**src/rtl/cpu_ctrl_pkg.sv**
```systemverilog
// Shared constants for the multi-cycle controller: opcodes, functs, state
// encodings, ALU operation codes and datapath mux selects.
package cpu_ctrl_pkg;

  localparam logic [5:0] OP_RTYPE = 6'h00;
  localparam logic [5:0] OP_ADDI  = 6'h08;
  localparam logic [5:0] OP_LW    = 6'h23;
  localparam logic [5:0] OP_SW    = 6'h2B;
  localparam logic [5:0] OP_BEQ   = 6'h04;
  localparam logic [5:0] OP_BNE   = 6'h05;
  localparam logic [5:0] OP_J     = 6'h02;

  localparam logic [5:0] FN_ADD = 6'h20;
  localparam logic [5:0] FN_SUB = 6'h22;

  typedef enum logic [2:0] {
    ST_IF  = 3'd0,
    ST_ID  = 3'd1,
    ST_EX  = 3'd2,
    ST_MEM = 3'd3,
    ST_WB  = 3'd4,
    ST_ERR = 3'd7
  } state_t;

  localparam logic [2:0] ALU_ADD = 3'b000;
  localparam logic [2:0] ALU_SUB = 3'b001;

  localparam logic [1:0] SRCB_REG     = 2'b00;
  localparam logic [1:0] SRCB_FOUR    = 2'b01;
  localparam logic [1:0] SRCB_IMM     = 2'b10;
  localparam logic [1:0] SRCB_IMM_SH2 = 2'b11;

  localparam logic [1:0] PCSRC_ALU    = 2'b00;
  localparam logic [1:0] PCSRC_ALUOUT = 2'b01;
  localparam logic [1:0] PCSRC_JUMP   = 2'b10;

  typedef enum logic [3:0] {
    CLS_ADD,
    CLS_SUB,
    CLS_ADDI,
    CLS_LW,
    CLS_SW,
    CLS_BEQ,
    CLS_BNE,
    CLS_J,
    CLS_NONE
  } instr_class_t;

  function automatic logic is_rtype(input instr_class_t cls);
    return (cls == CLS_ADD) || (cls == CLS_SUB);
  endfunction

endpackage

```
**src/rtl/mc_ctrl_decode.sv**
```systemverilog
// Combinational instruction classifier: maps opcode/funct onto one of the
// supported instruction classes, flagging anything else as illegal.
module mc_ctrl_decode
  import cpu_ctrl_pkg::*;
(
  input  logic [5:0]   opcode,
  input  logic [5:0]   funct,
  output instr_class_t instr_class,
  output logic         illegal
);

  always_comb begin
    instr_class = CLS_NONE;
    case (opcode)
      OP_RTYPE: begin
        if (funct == FN_ADD) begin
          instr_class = CLS_ADD;
        end else if (funct == FN_SUB) begin
          instr_class = CLS_SUB;
        end
      end
      OP_ADDI: instr_class = CLS_ADDI;
      OP_LW:   instr_class = CLS_LW;
      OP_SW:   instr_class = CLS_SW;
      OP_BEQ:  instr_class = CLS_BEQ;
      OP_BNE:  instr_class = CLS_BNE;
      OP_J:    instr_class = CLS_J;
      default: instr_class = CLS_NONE;
    endcase
    illegal = (instr_class == CLS_NONE);
  end

endmodule

```
**src/rtl/mc_control_fsm.sv**
```systemverilog
// Multi-cycle processor control unit: IF/ID/EX/MEM/WB sequencer with a sticky
// illegal-instruction trap and a retired-instruction counter.
module mc_control_fsm
  import cpu_ctrl_pkg::*;
#(
  parameter int RETIRE_W = 32
) (
  input  logic                clk,
  input  logic                rst,
  input  logic [5:0]          opcode,
  input  logic [5:0]          funct,
  input  logic                zero,
  input  logic                mem_ready,
  output logic                ir_write,
  output logic                pc_en,
  output logic                reg_write,
  output logic                mem_read,
  output logic                mem_write,
  output logic                reg_dst,
  output logic                mem_to_reg,
  output logic                alu_src_a,
  output logic [1:0]          alu_src_b,
  output logic [1:0]          pc_source,
  output logic [2:0]          alu_op,
  output logic [2:0]          state,
  output logic                illegal,
  output logic                retire,
  output logic [RETIRE_W-1:0] retire_cnt
);

  state_t                state_q;
  state_t                state_d;
  logic [5:0]            opcode_q;
  logic [5:0]            funct_q;
  logic                  illegal_q;
  logic [RETIRE_W-1:0]   retire_cnt_q;
  logic                  in_id;
  logic [5:0]            dec_opcode;
  logic [5:0]            dec_funct;
  instr_class_t          cls;
  logic                  dec_illegal;

  // ID decodes the live instruction register; later states use the copy latched in ID.
  assign in_id      = (state_q == ST_ID);
  assign dec_opcode = in_id ? opcode : opcode_q;
  assign dec_funct  = in_id ? funct  : funct_q;

  mc_ctrl_decode u_decode (
    .opcode      (dec_opcode),
    .funct       (dec_funct),
    .instr_class (cls),
    .illegal     (dec_illegal)
  );

  always_ff @(posedge clk) begin
    if (rst) begin
      state_q      <= ST_IF;
      opcode_q     <= '0;
      funct_q      <= '0;
      illegal_q    <= 1'b0;
      retire_cnt_q <= '0;
    end else begin
      state_q <= state_d;
      if (in_id) begin
        opcode_q <= opcode;
        funct_q  <= funct;
      end
      if (state_d == ST_ERR) begin
        illegal_q <= 1'b1;
      end
      if (retire) begin
        retire_cnt_q <= retire_cnt_q + RETIRE_W'(1);
      end
    end
  end

  always_comb begin
    state_d    = state_q;
    ir_write   = 1'b0;
    pc_en      = 1'b0;
    reg_write  = 1'b0;
    mem_read   = 1'b0;
    mem_write  = 1'b0;
    reg_dst    = 1'b0;
    mem_to_reg = 1'b0;
    alu_src_a  = 1'b0;
    alu_src_b  = SRCB_REG;
    pc_source  = PCSRC_ALU;
    alu_op     = ALU_ADD;
    retire     = 1'b0;

    case (state_q)
      ST_IF: begin
        mem_read  = 1'b1;
        alu_src_b = SRCB_FOUR;
        if (mem_ready) begin
          ir_write = 1'b1;
          pc_en    = 1'b1;
          state_d  = ST_ID;
        end
      end

      ST_ID: begin
        alu_src_b = SRCB_IMM_SH2;
        state_d   = dec_illegal ? ST_ERR : ST_EX;
      end

      ST_EX: begin
        case (cls)
          CLS_ADD, CLS_SUB: begin
            alu_src_a = 1'b1;
            alu_op    = (cls == CLS_SUB) ? ALU_SUB : ALU_ADD;
            state_d   = ST_WB;
          end
          CLS_ADDI: begin
            alu_src_a = 1'b1;
            alu_src_b = SRCB_IMM;
            state_d   = ST_WB;
          end
          CLS_LW, CLS_SW: begin
            alu_src_a = 1'b1;
            alu_src_b = SRCB_IMM;
            state_d   = ST_MEM;
          end
          CLS_BEQ, CLS_BNE: begin
            alu_src_a = 1'b1;
            alu_op    = ALU_SUB;
            pc_source = PCSRC_ALUOUT;
            pc_en     = (cls == CLS_BEQ) ? zero : ~zero;
            retire    = 1'b1;
            state_d   = ST_IF;
          end
          CLS_J: begin
            pc_source = PCSRC_JUMP;
            pc_en     = 1'b1;
            retire    = 1'b1;
            state_d   = ST_IF;
          end
          default: state_d = ST_ERR;
        endcase
      end

      // Strobes stay asserted across wait cycles so the memory sees a stable request.
      ST_MEM: begin
        mem_read  = (cls == CLS_LW);
        mem_write = (cls == CLS_SW);
        if (mem_ready) begin
          if (cls == CLS_LW) begin
            state_d = ST_WB;
          end else if (cls == CLS_SW) begin
            retire  = 1'b1;
            state_d = ST_IF;
          end else begin
            state_d = ST_ERR;
          end
        end
      end

      ST_WB: begin
        reg_write  = 1'b1;
        reg_dst    = is_rtype(cls);
        mem_to_reg = (cls == CLS_LW);
        retire     = 1'b1;
        state_d    = ST_IF;
      end

      ST_ERR:  state_d = ST_ERR;
      default: state_d = ST_ERR;
    endcase
  end

  assign state      = state_q;
  assign illegal    = illegal_q;
  assign retire_cnt = retire_cnt_q;

endmodule

```
**config.mk**
```make
export PLATFORM = sky130hd
export DESIGN_NAME = mc_control_fsm
export DESIGN_NICKNAME = d
export VERILOG_FILES = /design/src/rtl/cpu_ctrl_pkg.sv /design/src/rtl/mc_ctrl_decode.sv /design/src/rtl/mc_control_fsm.sv
export SDC_FILE = /design/constraint.sdc
export NUM_CORES = 1
export LEC_CHECK = 0
export CAP_MARGIN = 20
export CORE_MARGIN = 8
export CORE_UTILIZATION = 53
export CTS_CLUSTER_DIAMETER = 200
export DETAILED_ROUTE_END_ITERATION = 8
export HOLD_SLACK_MARGIN = 0.12
export PLACE_DENSITY = 0.91
export SLEW_MARGIN = 15
export SYNTH_ARGS = -nofsm -noshare
export SYNTH_HDL_FRONTEND = slang
export SYNTH_HIERARCHICAL = 1
export SYNTH_SLANG_ARGS = --single-unit
```
**constraint.sdc**
```tcl
create_clock -name clk -period 10.3 [get_ports clk]
set_input_delay 2.06 -clock clk [delete_from_list [all_inputs] [get_ports clk]]
set_output_delay 2.06 -clock clk [all_outputs]
set_load 0.02 [all_outputs]
```
==> results of run 1 <==
==> metrics by stage <==
step	utilization	setup WS [ns]	hold WS [ns]	power (µW)	instances
2_1_floorplan	-	3.711	0.5554	461.9	317
3_3_place_gp	0.6955	2.321	0.4667	535.6	431
3_5_place_dp	0.6955	2.218	0.4776	543.2	431
4_1_cts	0.7150	2.228	0.4918	658.0	439
6_report	0.7161	2.407	0.4955	657.9	440
5_1_grt	0.7161	2.088	0.5265	700.1	440
==> sequential cells by signal, indices dropped and copies added, names as in the netlist <==
name / count
state: 3
funct_q: 6
retire_cnt: 32
opcode_q: 6
illegal: 1
==> cell type report <==
type / instances / share of cell area
Multi-Input combinational cell: 244 / 0.4645
Clock inverter: 3 / 0.006983
Clock buffer: 5 / 0.02021
Sequential cell: 48 / 0.2822
Timing Repair Buffer: 67 / 0.1948
Tap cell: 67 / 0.02462
Inverter: 6 / 0.006615
==> final timing paths <==
check	slack, ns	from	end	cells after the start
worst max-delay path	2.41	opcode[5]	retire	10
worst min-delay path	0.50	retire_cnt[31]$_SDFFE_PP0P_	retire_cnt[31]$_SDFFE_PP0P_	2
worst max register to register	4.99	state[0]$_SDFF_PP0_	retire_cnt[19]$_SDFFE_PP0P_	11
worst min register to register	0.50	retire_cnt[31]$_SDFFE_PP0P_	retire_cnt[31]$_SDFFE_PP0P_	2
==> where the power goes <==
part	switching, µW	internal (µW)
Clock	67.3	48.2
Combinational	176	144
Sequential	18.2	203
==> worst min-delay path: cells and delay by family (launching register included) <==
kind            cells  cell delay [ns]
flops               1             0.32
compound gates      2             0.13
==> routing by layer <==
metal | vias to the layer above | GRT usage | wire (µm)
met5 | - | 0 | 0
met4 | 0 | 0.06886 | 114
met3 | 11 | 0.05860 | 507
met2 | 90 | 0.2896 | 2943
met1 | 1156 | 0.1961 | 2914
li1 | 1249 | - | -
==> layout by cell type, fill, tap and decap left out, types with 6 or more instances in the layout <==
cell and instances:
a21oi_1 21, clkdlybuf4s50_1 65, dfxtp_1 48, inv_1 6, mux2_2 13, nand2_1 18
nand3_1 9, nand4_1 8, nor2_1 28, nor2b_1 25, nor3_1 12, o21ai_0 13
o21ai_1 9, or3_1 12, xnor2_1 7
==> cells by family after synthesis <==
family                     after synthesis  share of synthesized area
and+or+nand+nor                        135                     0.2843
AOI/OAI and AO/OA                       76                     0.1916
DFF                                     48                     0.3633
buffers and inverters                   25                    0.04021
muxes                                   18                    0.07474
xor gates and xnor gates                12                    0.03973
adders and majority gates                1                   0.004730
other                                    1                   0.001418
==> impl_metrics.ini, run 1 <==
[grt]
grt_pass1_vias = 2320
grt_pass1_wl_um = 10700
gr-usage-all-layers = 0.1728
grt_max_degree = 51
grt_antenna_before_repair = 0
grt-ovfl-total = 0

[clocking]
clock-sinks = 48
cts_tree = done
clockBufferDepth = 2
cts_hold_buf = 0
cts_setup_buffers = 0
cts_resized = 0
clockRootBuffer = clkbuf_8
clock_latency_ns = 0.31
h-tree-depth = 2
clk_pin_slew_worst_paths_ns = 0.09
numCtsBuffers = 5

[drt]
routedWlPerCell_um = 14.73
drtAntennaViolNets = 0
drcViolationCount = 0
drt-vias-per-instance = 5.695
wl_um = 6481
drtIter0Drc = 77
vias = 2506
drt_pass1_iterations = 4

[timing]
relSlewSlack = 0.3391
post-route-period-util = 0.7663
rsz0062_at_grt = false
setup_tns_ns = 0
setup-violations-final = 0
fmax_mhz = 126.7
finClkSkew_ns = 0.007850
hold_viol_final = 0
tightest_slew_ns = 0.9877
fin_crit_ns = 7.893
slew_viol_final = 0

[floorplanning]
io_pins = 68
die_height_um = 86.65
core_area_um2 = 4755
start_util = 0.5563
fp.dieW_um = 86.65
die_area_um2 = 7507
rows = 25

[synthesis]
ys_ff_latch = 48
yosys.area.top_type = dfxtp_1
synth_cell_types = 51
ys.flop_type = dfxtp_1
synth-edff-count = 0
synth_top_area_frac = 0.3633
yosysWarnings = 6
synth_most_common_cell = dfxtp_1
ys_seq_area_frac = 0.3633
synth_area_um2 = 2645
avgSynthCellArea_um2 = 8.370
syn-instance-count = 316
ys_top_cells_by_count = dfxtp_1, nor2_1, nor2b_1
ys_top_cells_by_area = dfxtp_1, nor2b_1, mux2_2
ys_async_sr_fraction = 0

[setup_path]
crit_family = simple AND/OR/NAND/NOR gates
path_max_fanout = 14
path_cells = clkdlybuf4s50_1 > mux2_2 > nor4_1 > mux2i_1 > a21oi_1 > nor2_1 > nor4b_4 > nor2_1 > inv_1 > clkdlybuf4s50_1
required_ns = 8.24
crit_type = in -> out
arrival_ns = 5.83
start_kind = input pin
max_stage_delay_ns = 0.72
timing.critical_path.buf_inv = 3
end_kind = primary output
cp_slowest_cell = a21oi_1

[power_and_ir_drop]
peakVddDrop_v = 0.00007688
power_density_nw_per_um2 = 193.2
p_leak_uw = 0.001136

[final_layout]
seqCellArea_um2 = 960.9
nNetsFinal = 389
stdcell_area_um2 = 3405
drive_gt1_frac = 0.09115
syn2layout_area_growth_pct = 28.71
multi_input_area_um2 = 1582
final.fill_count = 379
num_antenna_cells = 0

[min_path]
hp-class = reg -> reg

[flow_run]
drv_cap = 0

[placed_design]
hpwl_um = 4697
dpl_cell_area_um2 = 3307
io_buffer_count = 65
place_congestion = 0.8685

[status]
status = completed
Note: power is estimated with default switching activity, not from simulation.
==> inputs of run 2 (changes only) <==
--- a/config.mk
+++ b/config.mk
@@ -7,11 +7,11 @@
 export LEC_CHECK = 0
 export CAP_MARGIN = 20
 export CORE_MARGIN = 8
-export CORE_UTILIZATION = 53
+export CORE_UTILIZATION = 44
 export CTS_CLUSTER_DIAMETER = 200
 export DETAILED_ROUTE_END_ITERATION = 8
 export HOLD_SLACK_MARGIN = 0.12
-export PLACE_DENSITY = 0.91
+export PLACE_DENSITY = 0.81
 export SLEW_MARGIN = 15
 export SYNTH_ARGS = -nofsm -noshare
 export SYNTH_HDL_FRONTEND = slang
==> constraint.sdc (replaced) <==
create_clock -name clk -period 7 [get_ports clk]
set_input_delay 1.4 -clock clk [delete_from_list [all_inputs] [get_ports clk]]
set_output_delay 1.4 -clock clk [all_outputs]
set_load 0.02 [all_outputs]
==> run 2 against run 1 <==
Net effect: utilization decreased by 12 points; routed wire length increased by 2.3%; highest routed layer unchanged; cell count increased by 2.7%; non-clock buffer count increased by 4; largest power group unchanged; clock-buffer cell count unchanged; critical endpoint unchanged.
==> impl_metrics.ini, run 2 (same netlist as run 1, synthesis figures left out) <==
[timing]
rsz0062_at_grt = false
relSlewSlack = 0.4543
slew_viol_final = 0
fin_crit_ns = 6.269
tightest_slew_ns = 0.8131
post-route-period-util = 0.8955
setup-violations-final = 0
fmax_mhz = 159.5
finClkSkew_ns = 0.005472
setup_tns_ns = 0
hold_viol_final = 0
setup_ws_ns = 0.7312

[clocking]
clock-sinks = 48
numCtsBuffers = 5
clock_latency_ns = 0.29
cts_setup_buffers = 0
clockBufferDepth = 2
h-tree-depth = 2
cts_hold_buf = 0
cts_tree = done
clk_pin_slew_worst_paths_ns = 0.09
clockRootBuffer = clkbuf_8
cts_resized = 0

[final_layout]
num_antenna_cells = 0
final_cells = 452
stdcell_area_um2 = 3466
final_common_cell = clkdlybuf4s50_1
nNetsFinal = 393
final.fill_count = 523
drive_gt1_frac = 0.1008
syn2layout_area_growth_pct = 31.03
largest_register_ffs = 32
seqCellArea_um2 = 960.9
layout_common_cells = clkdlybuf4s50_1, dfxtp_1, nor2_1, nor2b_1, a21oi_1
multi_input_area_um2 = 1582

[drt]
routedWlPerCell_um = 14.67
drtAntennaViolNets = 0
wl_um = 6633
drt-vias-per-instance = 5.515
drt_pass1_iterations = 4
drcViolationCount = 0
drtIter0Drc = 102
vias = 2493

[placed_design]
place_congestion = 0.8540
dpl_cell_area_um2 = 3354
io_buffer_count = 65
hpwl_um = 4869
dpl.cell_count = 444
dp_slack_ns = 0.7906

[setup_path]
end_kind = primary output
path_cells = clkdlybuf4s50_1 > mux2_2 > nor4_1 > a211oi_2 > a211o_2 > nor4b_1 > a41o_1 > buf_4 > nor2_1 > inv_1 > clkdlybuf4s50_1
required_ns = 5.60
cp-startpoint = funct[3]
cp_slowest_cell = clkdlybuf4s50_1
crit_path_frequent_cell = clkdlybuf4s50_1
ff2ff_setup_slack_ns = 2.61
path_max_fanout = 14
max_stage_delay_ns = 0.60
crit_family = buffers and inverters
crit_type = in -> out
arrival_ns = 4.87
timing.critical_path.buf_inv = 4
r2r_start = state[0]$_SDFF_PP0_
start_kind = input pin

[floorplanning]
io_pins = 68
die_height_um = 93.54
start_util = 0.4521
fp.dieW_um = 93.54
core_area_um2 = 5851
die_area_um2 = 8749
rows = 28

[flow_run]
drv_cap = 0

[grt]
grt.met2_usage = 0.2632
grt_antenna_before_repair = 0
use_met3 = 0.03686
grt_pass1_wl_um = 11030
grt-ovfl-total = 0
grt_pass1_vias = 2428
use_met1 = 0.1740
grt_max_degree = 51
top_usage_layer = met2
gr-usage-all-layers = 0.1486

[power_and_ir_drop]
peakVddDrop_v = 0.0001941
p_leak_uw = 0.001171
power_density_nw_per_um2 = 291.9

[status]
status = completed

[min_path]
min_from = retire_cnt[31]$_SDFFE_PP0P_
hp-class = reg -> reg
run 2: changes by cell type in the layout (fill, tap and decap cells not counted), sizes merged:
cell and delta:
buf +5, clkbuf -1, clkinvlp -1, bufinv +1
run 2: layout make-up:
cell class,instances,share of cell area
flip-flops and latches,48,0.2773
inverters,6,0.006498
clock inverters,3,0.01227
multi-input cells,244,0.4563
clock buffers,5,0.01986
well taps,75,0.02708
repair buffers,71,0.2007
run 2: path summary, 6_finish.rpt:
path | to | cells past startpoint
hold / removal | retire_cnt[31]$_SDFFE_PP0P_ | 2
hold reg to reg | retire_cnt[31]$_SDFFE_PP0P_ | 2
setup reg to reg | retire_cnt[29]$_SDFFE_PP0P_ | 13
setup / recovery | retire | 11
run 2: report_power, final:
part	internal [µW]	leakage (µW)	switching, µW
Clock	106	0.0000541	93.5
Sequential	299	0.000389	26.4
Combinational	224	0.000728	262
Total	630	0.00117	382
run 2: tightest hold or removal path, cell delays in order (launching register included):
cell     delay [ns]
dfxtp_1        0.32
o21ai_0        0.07
a21oi_1        0.06
run 2: stage by stage:
| step | hold slack (ns) | utilization | total power (µW) |
|---|---|---|---|
| floorplan | 0.5554 | - | 679.6 |
| global placement | 0.4670 | 0.5734 | 806.0 |
| detailed placement | 0.4836 | 0.5734 | 819.6 |
| CTS | 0.4964 | 0.5924 | 1022 |
| global route | 0.5228 | 0.5924 | 1081 |
| finish | 0.4857 | 0.5924 | 1012 |
run 2: metal layers:
metal,part of all wire,vias to the layer above,wire [µm]
li1,-,1265,-
met1,0.46,1165,3044
met2,0.48,61,3205
met3,0.054,2,356
met4,0.0041,0,27
met5,0,-,0
